===== src/rtl/clk_div_pkg.sv =====
// clk_div_pkg: shared types and constants for the clk_div_ctrl slice.
// FSM state encoding and key bit positions.
package clk_div_pkg;

   typedef enum logic {
      S_RUN  = 1'b0,
      S_PEND = 1'b1
   } state_t;

   localparam int KEY_INC = 0;
   localparam int KEY_DEC = 1;

endpackage


===== src/rtl/clk_div_core.sv =====
// clk_div_core: period counter, active ratio and divided-clock outputs.
// A new ratio is adopted only at the end of a full period.
module clk_div_core
   import clk_div_pkg::*;
#(
   parameter int P_DIV_W    = 8,
   parameter int P_DIV_INIT = 10
) (
   input  logic               clk,
   input  logic               rstn,
   input  logic [P_DIV_W-1:0] i_n_pend,
   output logic               o_clk_div,
   output logic               o_clk_en,
   output logic [P_DIV_W-1:0] o_div_ratio
);

   localparam logic [P_DIV_W-1:0] INIT = P_DIV_W'(P_DIV_INIT);

   state_t             state;
   logic [P_DIV_W-1:0] cnt;
   logic [P_DIV_W-1:0] n_act;
   logic [P_DIV_W:0]   hi;
   logic               last;

   // high phase is ceil(N/2), so odd ratios stay high one extra cycle
   assign hi   = ({1'b0, n_act} + {{P_DIV_W{1'b0}}, 1'b1}) >> 1;
   assign last = (cnt == n_act - 1'b1);

   // count the period, register outputs, swap ratio at the wrap
   always_ff @(posedge clk or negedge rstn) begin
      if (!rstn) begin
         state     <= S_RUN;
         cnt       <= '0;
         n_act     <= INIT;
         o_clk_div <= 1'b0;
         o_clk_en  <= 1'b0;
      end else begin
         o_clk_div <= ({1'b0, cnt} < hi);
         o_clk_en  <= (cnt == '0);
         cnt       <= last ? '0 : cnt + 1'b1;
         unique case (state)
            S_RUN: begin
               if (i_n_pend != n_act)
                  state <= S_PEND;
            end
            S_PEND: begin
               if (last) begin
                  n_act <= i_n_pend;
                  state <= S_RUN;
               end
            end
         endcase
      end
   end

   assign o_div_ratio = n_act;

endmodule


===== src/rtl/clk_div_ctrl.sv =====
// clk_div_ctrl: key presses -> saturating ratio -> glitch-free divided clock.
// Optional ack LED timer enabled by defining CLK_DIV_CTRL_ACK_EN.
module clk_div_ctrl
   import clk_div_pkg::*;
#(
   parameter int P_SYSTEM_CLK = 100_000_000,
   parameter int P_DIV_W      = 8,
   parameter int P_DIV_MIN    = 2,
   parameter int P_DIV_MAX    = 255,
   parameter int P_DIV_INIT   = 10,
   parameter int P_KEY_ACT    = 1
) (
   input  logic               clk,
   input  logic               rstn,
   input  logic               i_key_val,
   input  logic [1:0]         i_key,
   output logic               o_clk_div,
   output logic               o_clk_en,
   output logic [P_DIV_W-1:0] o_div_ratio,
   output logic               o_ack_led
);

   localparam logic KA = 1'(P_KEY_ACT);
   localparam logic [P_DIV_W-1:0] INIT  = P_DIV_W'(P_DIV_INIT);
   localparam logic [P_DIV_W:0]   MIN_X = (P_DIV_W+1)'(P_DIV_MIN);
   localparam logic [P_DIV_W:0]   MAX_X = (P_DIV_W+1)'(P_DIV_MAX);

   logic [1:0]         r_key_prev;
   logic [1:0]         press;
   logic [P_DIV_W-1:0] n_pend;
   logic [P_DIV_W-1:0] n_next;
   logic [P_DIV_W:0]   pend_x;

   assign press[KEY_INC] = i_key_val
                         && (i_key[KEY_INC] == KA)
                         && (r_key_prev[KEY_INC] != KA);
   assign press[KEY_DEC] = i_key_val
                         && (i_key[KEY_DEC] == KA)
                         && (r_key_prev[KEY_DEC] != KA);
   assign pend_x = {1'b0, n_pend};

   // next pending ratio; saturated presses leave it untouched
   always_comb begin
      n_next = n_pend;
      unique case (1'b1)
         press[KEY_INC] && press[KEY_DEC]:
            n_next = INIT;
         press[KEY_INC] && !press[KEY_DEC]:
            if (pend_x < MAX_X)
               n_next = n_pend + 1'b1;
         press[KEY_DEC] && !press[KEY_INC]:
            if (pend_x > MIN_X)
               n_next = n_pend - 1'b1;
         default: ;
      endcase
   end

   // remember last key level and hold the requested ratio
   always_ff @(posedge clk or negedge rstn) begin
      if (!rstn) begin
         r_key_prev <= ~{2{KA}};
         n_pend     <= INIT;
      end else begin
         if (i_key_val)
            r_key_prev <= i_key;
         n_pend <= n_next;
      end
   end

   clk_div_core #(
      .P_DIV_W    (P_DIV_W),
      .P_DIV_INIT (P_DIV_INIT)
   ) u_core (
      .clk         (clk),
      .rstn        (rstn),
      .i_n_pend    (n_pend),
      .o_clk_div   (o_clk_div),
      .o_clk_en    (o_clk_en),
      .o_div_ratio (o_div_ratio)
   );

`ifdef CLK_DIV_CTRL_ACK_EN
   localparam int ACK_CYC = P_SYSTEM_CLK / 10;
   localparam int ACK_W   = $clog2(ACK_CYC + 1);

   logic             accept;
   logic [ACK_W-1:0] ack_cnt;

   assign accept = (n_next != n_pend);

   // 100 ms LED stretch, restarted by every accepted change
   always_ff @(posedge clk or negedge rstn) begin
      if (!rstn)
         ack_cnt <= '0;
      else if (accept)
         ack_cnt <= ACK_W'(ACK_CYC);
      else if (ack_cnt != '0)
         ack_cnt <= ack_cnt - 1'b1;
   end

   assign o_ack_led = (ack_cnt != '0);
`else
   assign o_ack_led = 1'b0;
`endif

endmodule

===== config.mk =====
export PLATFORM = sky130hd
export DESIGN_NAME = clk_div_ctrl
export DESIGN_NICKNAME = d
export VERILOG_FILES = /design/src/rtl/clk_div_pkg.sv /design/src/rtl/clk_div_core.sv /design/src/rtl/clk_div_ctrl.sv
export SDC_FILE = /design/constraint.sdc
export NUM_CORES = 1
export LEC_CHECK = 0
export ABC_CLOCK_PERIOD_IN_PS = 2660
export CORE_MARGIN = 2
export CORE_UTILIZATION = 53
export DETAILED_ROUTE_END_ITERATION = 16
export PLACE_DENSITY = 0.76
export SYNTH_ARGS = -nofsm -noshare
export SYNTH_HDL_FRONTEND = slang
export SYNTH_SLANG_ARGS = --single-unit

===== constraint.sdc =====
create_clock -name clk -period 2.66 [get_ports clk]
set_clock_uncertainty 0.05 [all_clocks]
set_input_delay 0.266 -clock clk [delete_from_list [all_inputs] [get_ports clk]]
set_output_delay 0.266 -clock clk [all_outputs]
set_load 0.02 [all_outputs]

=== Word level (Yosys, flattened, before mapping) ===
Cells that the tools add are included.

* Add/subtract/negate cells: 5
* Magnitude comparators: 3
* Equal/unequal tests: 4
* Multiplexer cells: 7
* Bitwise operators: 3
* Reductions and logical operators: 13

{| class="wikitable"
|+ Operators by type and width
! cell !! number
|-
| $mux 8 || 3
|-
| $pmux 8 s3 || 1
|-
| $add 8x1->8 const B || 2
|-
| $sub 8x1->8 const B || 2
|-
| $add 8x1->9 const B || 1
|-
| $eq 8x8->1 || 1
|-
| $gt 8x2->1 const B || 1
|-
| $logic_not 8->1 || 1
|-
| $lt 8x8->1 || 1
|-
| $lt 8x8->1 const B || 1
|-
| $ne 8x8->1 || 1
|-
| $logic_and 1x1->1 || 7
|-
| $ne 2x1->1 const B || 2
|-
| $not 1->1 || 3
|-
| $reduce_and 3->1 || 1
|-
| $reduce_bool 3->1 || 1
|-
| $logic_not 1->1 || 2
|-
| $mux 1 || 2
|-
| $pmux 1 s2 || 1
|-
| $reduce_and 2->1 || 1
|}

* Register bits: 29
* Output and inout bits: 11
* Logic and storage cells: 42

=== Logic depth before layout (Yosys ltp) ===
* Depth in word-level cells: 6
* Gate-level depth with buffers: 13
* Gate-level depth less buffers: 12

=== Modules after synthesis ===
Synthesis repeated with hierarchy kept, for this count alone.

* Cell total of the unflattened synthesis: 257
* Area total of the unflattened synthesis: 2363.5 µm²

{| class="wikitable"
|+ By module, submodules not included
! module !! times used !! cells an instance !! area each (µm²) !! seq. area each (µm²)
|-
| clk_div_core || 1 || 146 || 1445.1 || 478.0
|-
| clk_div_ctrl || 1 || 111 || 918.4 || 252.7
|}

=== Least setup slack after synthesis ===
OpenSTA, ideal clock, no wires.

* Path type: register to register
* Start: register u_core.n_act[1] (netlist: u_core.o_div_ratio[1])
* End: register u_core.n_act[0] (netlist: u_core.o_div_ratio[0])
* Setup time: 0.125 ns
* Data arrival time: 2.583 ns
* Slack: -0.098 ns
* Stages on the path, launching flop included: 12
* Buffers on the path: 3
* Clock period less this slack: 2.758 ns
* Path through: dfstp_2 > clkbuf_2 > inv_1 > ha_1 > buf_2 > nor4_1 > a32o_1 > a221o_1 > nand2_1 > or4b_4 > buf_6 > mux2_4

* Longest elaborated chain between the ends: 3

{| class="wikitable"
|+ RTL lines
! what !! RTL line !! text
|-
| from (decl) || clk_div_core.sv:21 || <nowiki>logic [P_DIV_W-1:0] n_act;</nowiki>
|-
| from (signal assigned) || clk_div_core.sv:48 || <nowiki>n_act <= i_n_pend;</nowiki>
|-
| $sub 8x1->8 || clk_div_core.sv:27 || <nowiki>assign last = (cnt == n_act - 1'b1);</nowiki>
|-
| $eq 8x8->1 || clk_div_core.sv:27 ||
|-
| $reduce_and 2->1 (no source line) || n/a ||
|}

Every way passes these cells.
A chain may end at the register's enable or synchronous reset.

=== Final worst setup path ===
* Start: register u_core.n_act[0] (netlist: u_core.o_div_ratio[0])
* End: register u_core.n_act[5] (netlist: u_core.o_div_ratio[5])

Same word-level chain as after synthesis.

==> impl_results.md <==
- Max Clk Rate: 390.6 MHz
- Post-synth EDFFs: 0
- Post-DP HPWL: around 3600 um
- Req. time, crit path: 2.77 ns
- Met3 Usage GRT: between 3 and 4%
- Worst-margin pin slew: 0.5228 ns
- Die Width: about 69 um
- First-pass GRT wire length: roughly 8600 um
- Mapped Avg Cell Area: about 9 um^2
- Drc violations: 0
- Routed wire length: 4945 um
- Yosys top cell area share: 27.76%
- Final period util: a little over nine tenths
- Number of global-route vias before repair: approximately 1.8k
- Routed via count: 1892
- Arr. time, crit path: 2.67 ns
- Synth cell types: 51
- Clock latency on the worst-skew pair: 0.28 ns
- Core area: 4058 um^2
- Slew HR: 64.96%
- Tmin final: 2.560 ns
- Final setup fails: 0
- Crit path largest cell delay: 0.61 ns
- Synth async-reset ratio: 100.0%
- Crit path launch type: flip-flop
- R2r setup slk: 0.1 ns
- Crit Path Max Fanout: 9
- FF-to-FF End: u_core.o_div_ratio[5]
- Endpoints failing hold: 0
- Hold Crit Class: input pin to flip-flop
- Max rail drop VDD: around 0.00032 V
- Antenna Nets Post-Route: 0
- Initial antenna violation count: 0
- Finished Core Util: 65.53%
- RePlAce Congestion: 0.9159
- Gate Count Post-Synth: between 200 and 300
- # fillers: 336
- Cts bufs inserted: 5
- Drt first pass iters: 4
- Maxcap violations: 0
- Final Max Slew Viols: 0
- Core Rows: 23
- Total GRT Usage: 21.83%
- Top post-synthesis cells by area: dfrtp_1 28%, ha_1 9.4%, xor2_1 7.8%, xnor2_1 5.8%, mux2_4 5.3%
- #FFs+latches synth: 29
- R2R Path Start: u_core.o_div_ratio[0]
- Pre-CTS setup slack: -0.2541 ns
- Pwr Density: 426.8 nW/um^2
- First-iteration detailed-routing DRC count: 160
- Largest net degree at the start of global routing: 30
- Share of cells above drive strength 1: between 20% and 30%
- CTS Sinks: 29
- Crit Path Class: flip-flop to flip-flop
- Critical path origin: u_core.o_div_ratio[0]
- H-tree levels: 2
- Leak Pwr: 1.194 nW
- CTS Root Cell: clkbuf_8
- Final instance area: 2659 um^2
- IO buf count: 14
- Status: finished, final reports clean
- Initial Util: 55.53%
- Clock transition at path regs: 0.06 ns
- Placed inst area: 2554 um^2
- Cells along the critical path: inv_1 -> ha_4 -> nor4_2 -> a32o_1 -> a221o_1 -> nand2_1 -> or4b_4 -> mux2_4
- Die Y: 69.21 um
- Cell taking the most area after synthesis: dfrtp_1
- Critical path's slowest cell: or4b_4
- Layout net count: 297
- Total grt overflow: 0
- Syn nets: 272
- CTS tree: done
- Antenna Cells: 0
- Post-synthesis sequential area ratio: around a third
- Main synth FF type: dfrtp_1
- Critical path endpoint category: flip-flop
- Worst setup path end: u_core.o_div_ratio[5]
- Mapped Area: 2253 um^2
- Yosys warnings: 0
- Met2 GRT Util: 33.01%
- Area Growth Syn to Fin: 17.99%
- Vias per cell: 5.804
- Met1 GRT Util: 32.84%
- Reg2reg path depth: 8
- Postcts setup bufs: 0
- CTS Buffer Depth: 2
- Die area: ~4800 um^2
- Number of I/O pins: 16
- GRT Max-Usage Layer: met2
- Setup ws final: ~0.1 ns
- Post-DR wirelength/cell: 15.17 um
kinds of logic after synthesis:
family / Yosys count / share of synthesized area [%]
compound gates: 42 / 12.60
xor+xnor: 36 / 14.33
fa+ha+maj: 17 / 9.439
buf+inv: 34 / 6.940
flops: 29 / 32.43
mux: 10 / 6.219
other cells: 1 / 0.1664
simple gates: 81 / 17.88
state kept, by name, indices dropped and copies added (netlist names):
| name | cells |
|---|---|
| u_core.o_clk_div | 1 |
| u_core.o_clk_en | 1 |
| n_pend | 8 |
| r_key_prev | 2 |
| u_core.state | 1 |
| u_core.o_div_ratio | 8 |
| u_core.cnt | 8 |
where the power goes:
group	leakage, nW	switching [mW]	internal, mW
combinational	0.784	0.120	0.116
sequential	0.366	0.0710	0.481
clock	0.0450	0.165	0.181
total	1.19	0.356	0.778
what timing repair did:
action	4_1_cts	5_1_grt
setup endpoints to repair	0	4
endpoints found under the hold margin	0	0
hold buffers	0	0
resized for setup	0	7
worst max-delay path: cells and delay by family (launching register included):
kind / cells / cell delay, ns
simple gates: 3 / 0.91
fa+ha+maj: 1 / 0.21
compound gates: 2 / 0.30
mux: 1 / 0.33
buf+inv: 1 / 0.14
flops: 1 / 0.49
Yosys cell counts (all sizes together) (3+ instances only):
cell type  instances
nand3              9
nor2              22
xnor2             15
xor2              21
nor4               8
ha                17
nand2             20
o21ai             14
nand4              4
inv               14
nor2b              3
a21oi              5
dfstp              4
mux2               8
clkbuf             9
buf               11
dfrtp             25
nor3               6
worst min-delay path by stage:
stage,cells past startpoint,end,start,slack [ns]
final,2,r_key_prev[0],i_key_val,0.27
after floorplan,0,n_pend[0],rstn,-0.08
after global routing,2,r_key_prev[0],i_key_val,0.30
after global placement,1,u_core.state,u_core.state,0.45
after detailed placement,1,u_core.state,u_core.state,0.44
after CTS,2,u_core.cnt[1],rstn,0.33
area by class of cell:
| class | count | area (um^2) | area share, % |
|---|---|---|---|
| flip-flops and latches | 29 | 730.7 | 27.48 |
| clock buffers | 6 | 72.57 | 2.729 |
| clock inverters | 2 | 10.01 | 0.3765 |
| inverters | 14 | 55.05 | 2.071 |
| repair buffers | 38 | 322.8 | 12.14 |
| well taps | 50 | 62.56 | 2.353 |
| multi-input cells | 187 | 1405 | 52.85 |
per-stage QoR:
stage | hold WS (ns) | total power [mW] | std cells | setup TNS [ns]
final | 0.2698 | 1.135 | 326 | 0
after global routing | 0.2979 | 1.211 | 326 | -0.02537
after CTS | 0.3302 | 1.138 | 326 | 0
after detailed placement | 0.4423 | 0.7882 | 318 | -0.4736
after global placement | 0.4466 | 0.7832 | 318 | -0.1417
after floorplan | -0.07959 | 0.6992 | 250 | -0.05764
cells in the final DEF, fill, tap and decap left out, types with 2 or more instances in the layout:
master | netlist | layout
nand2_1 | 20 | 20
ha_1 | 17 | 14
inv_1 | 14 | 13
nor2b_1 | 3 | 3
nor4_1 | 7 | 6
a22o_1 | 2 | 2
nand4_1 | 4 | 4
a31oi_1 | 2 | 2
and3_1 | 2 | 2
mux2_4 | 8 | 8
mux2i_1 | 2 | 2
a221o_1 | 2 | 2
nor2_1 | 22 | 21
clkbuf_8 | 0 | 5
xor2_1 | 20 | 20
clkdlybuf4s50_1 | 0 | 13
a21oi_1 | 5 | 5
o21bai_1 | 2 | 2
a21o_1 | 2 | 2
xnor2_1 | 15 | 15
nor4_2 | 1 | 2
nand3_1 | 9 | 9
buf_4 | 1 | 24
dfrtp_1 | 25 | 25
nor3_1 | 6 | 5
ha_2 | 0 | 2
clkinv_2 | 0 | 2
o21ai_0 | 13 | 13
dfstp_2 | 4 | 4
o22ai_1 | 2 | 2
routing by layer:
layer	vias up	routed length, um	part of all wire (%)
li1	910	-	-
met1	914	2411	49
met2	62	2185	44
met3	6	300	6.1
met4	0	47	0.95
met5	-	0	0
Note: power is estimated with default switching activity, not from simulation.
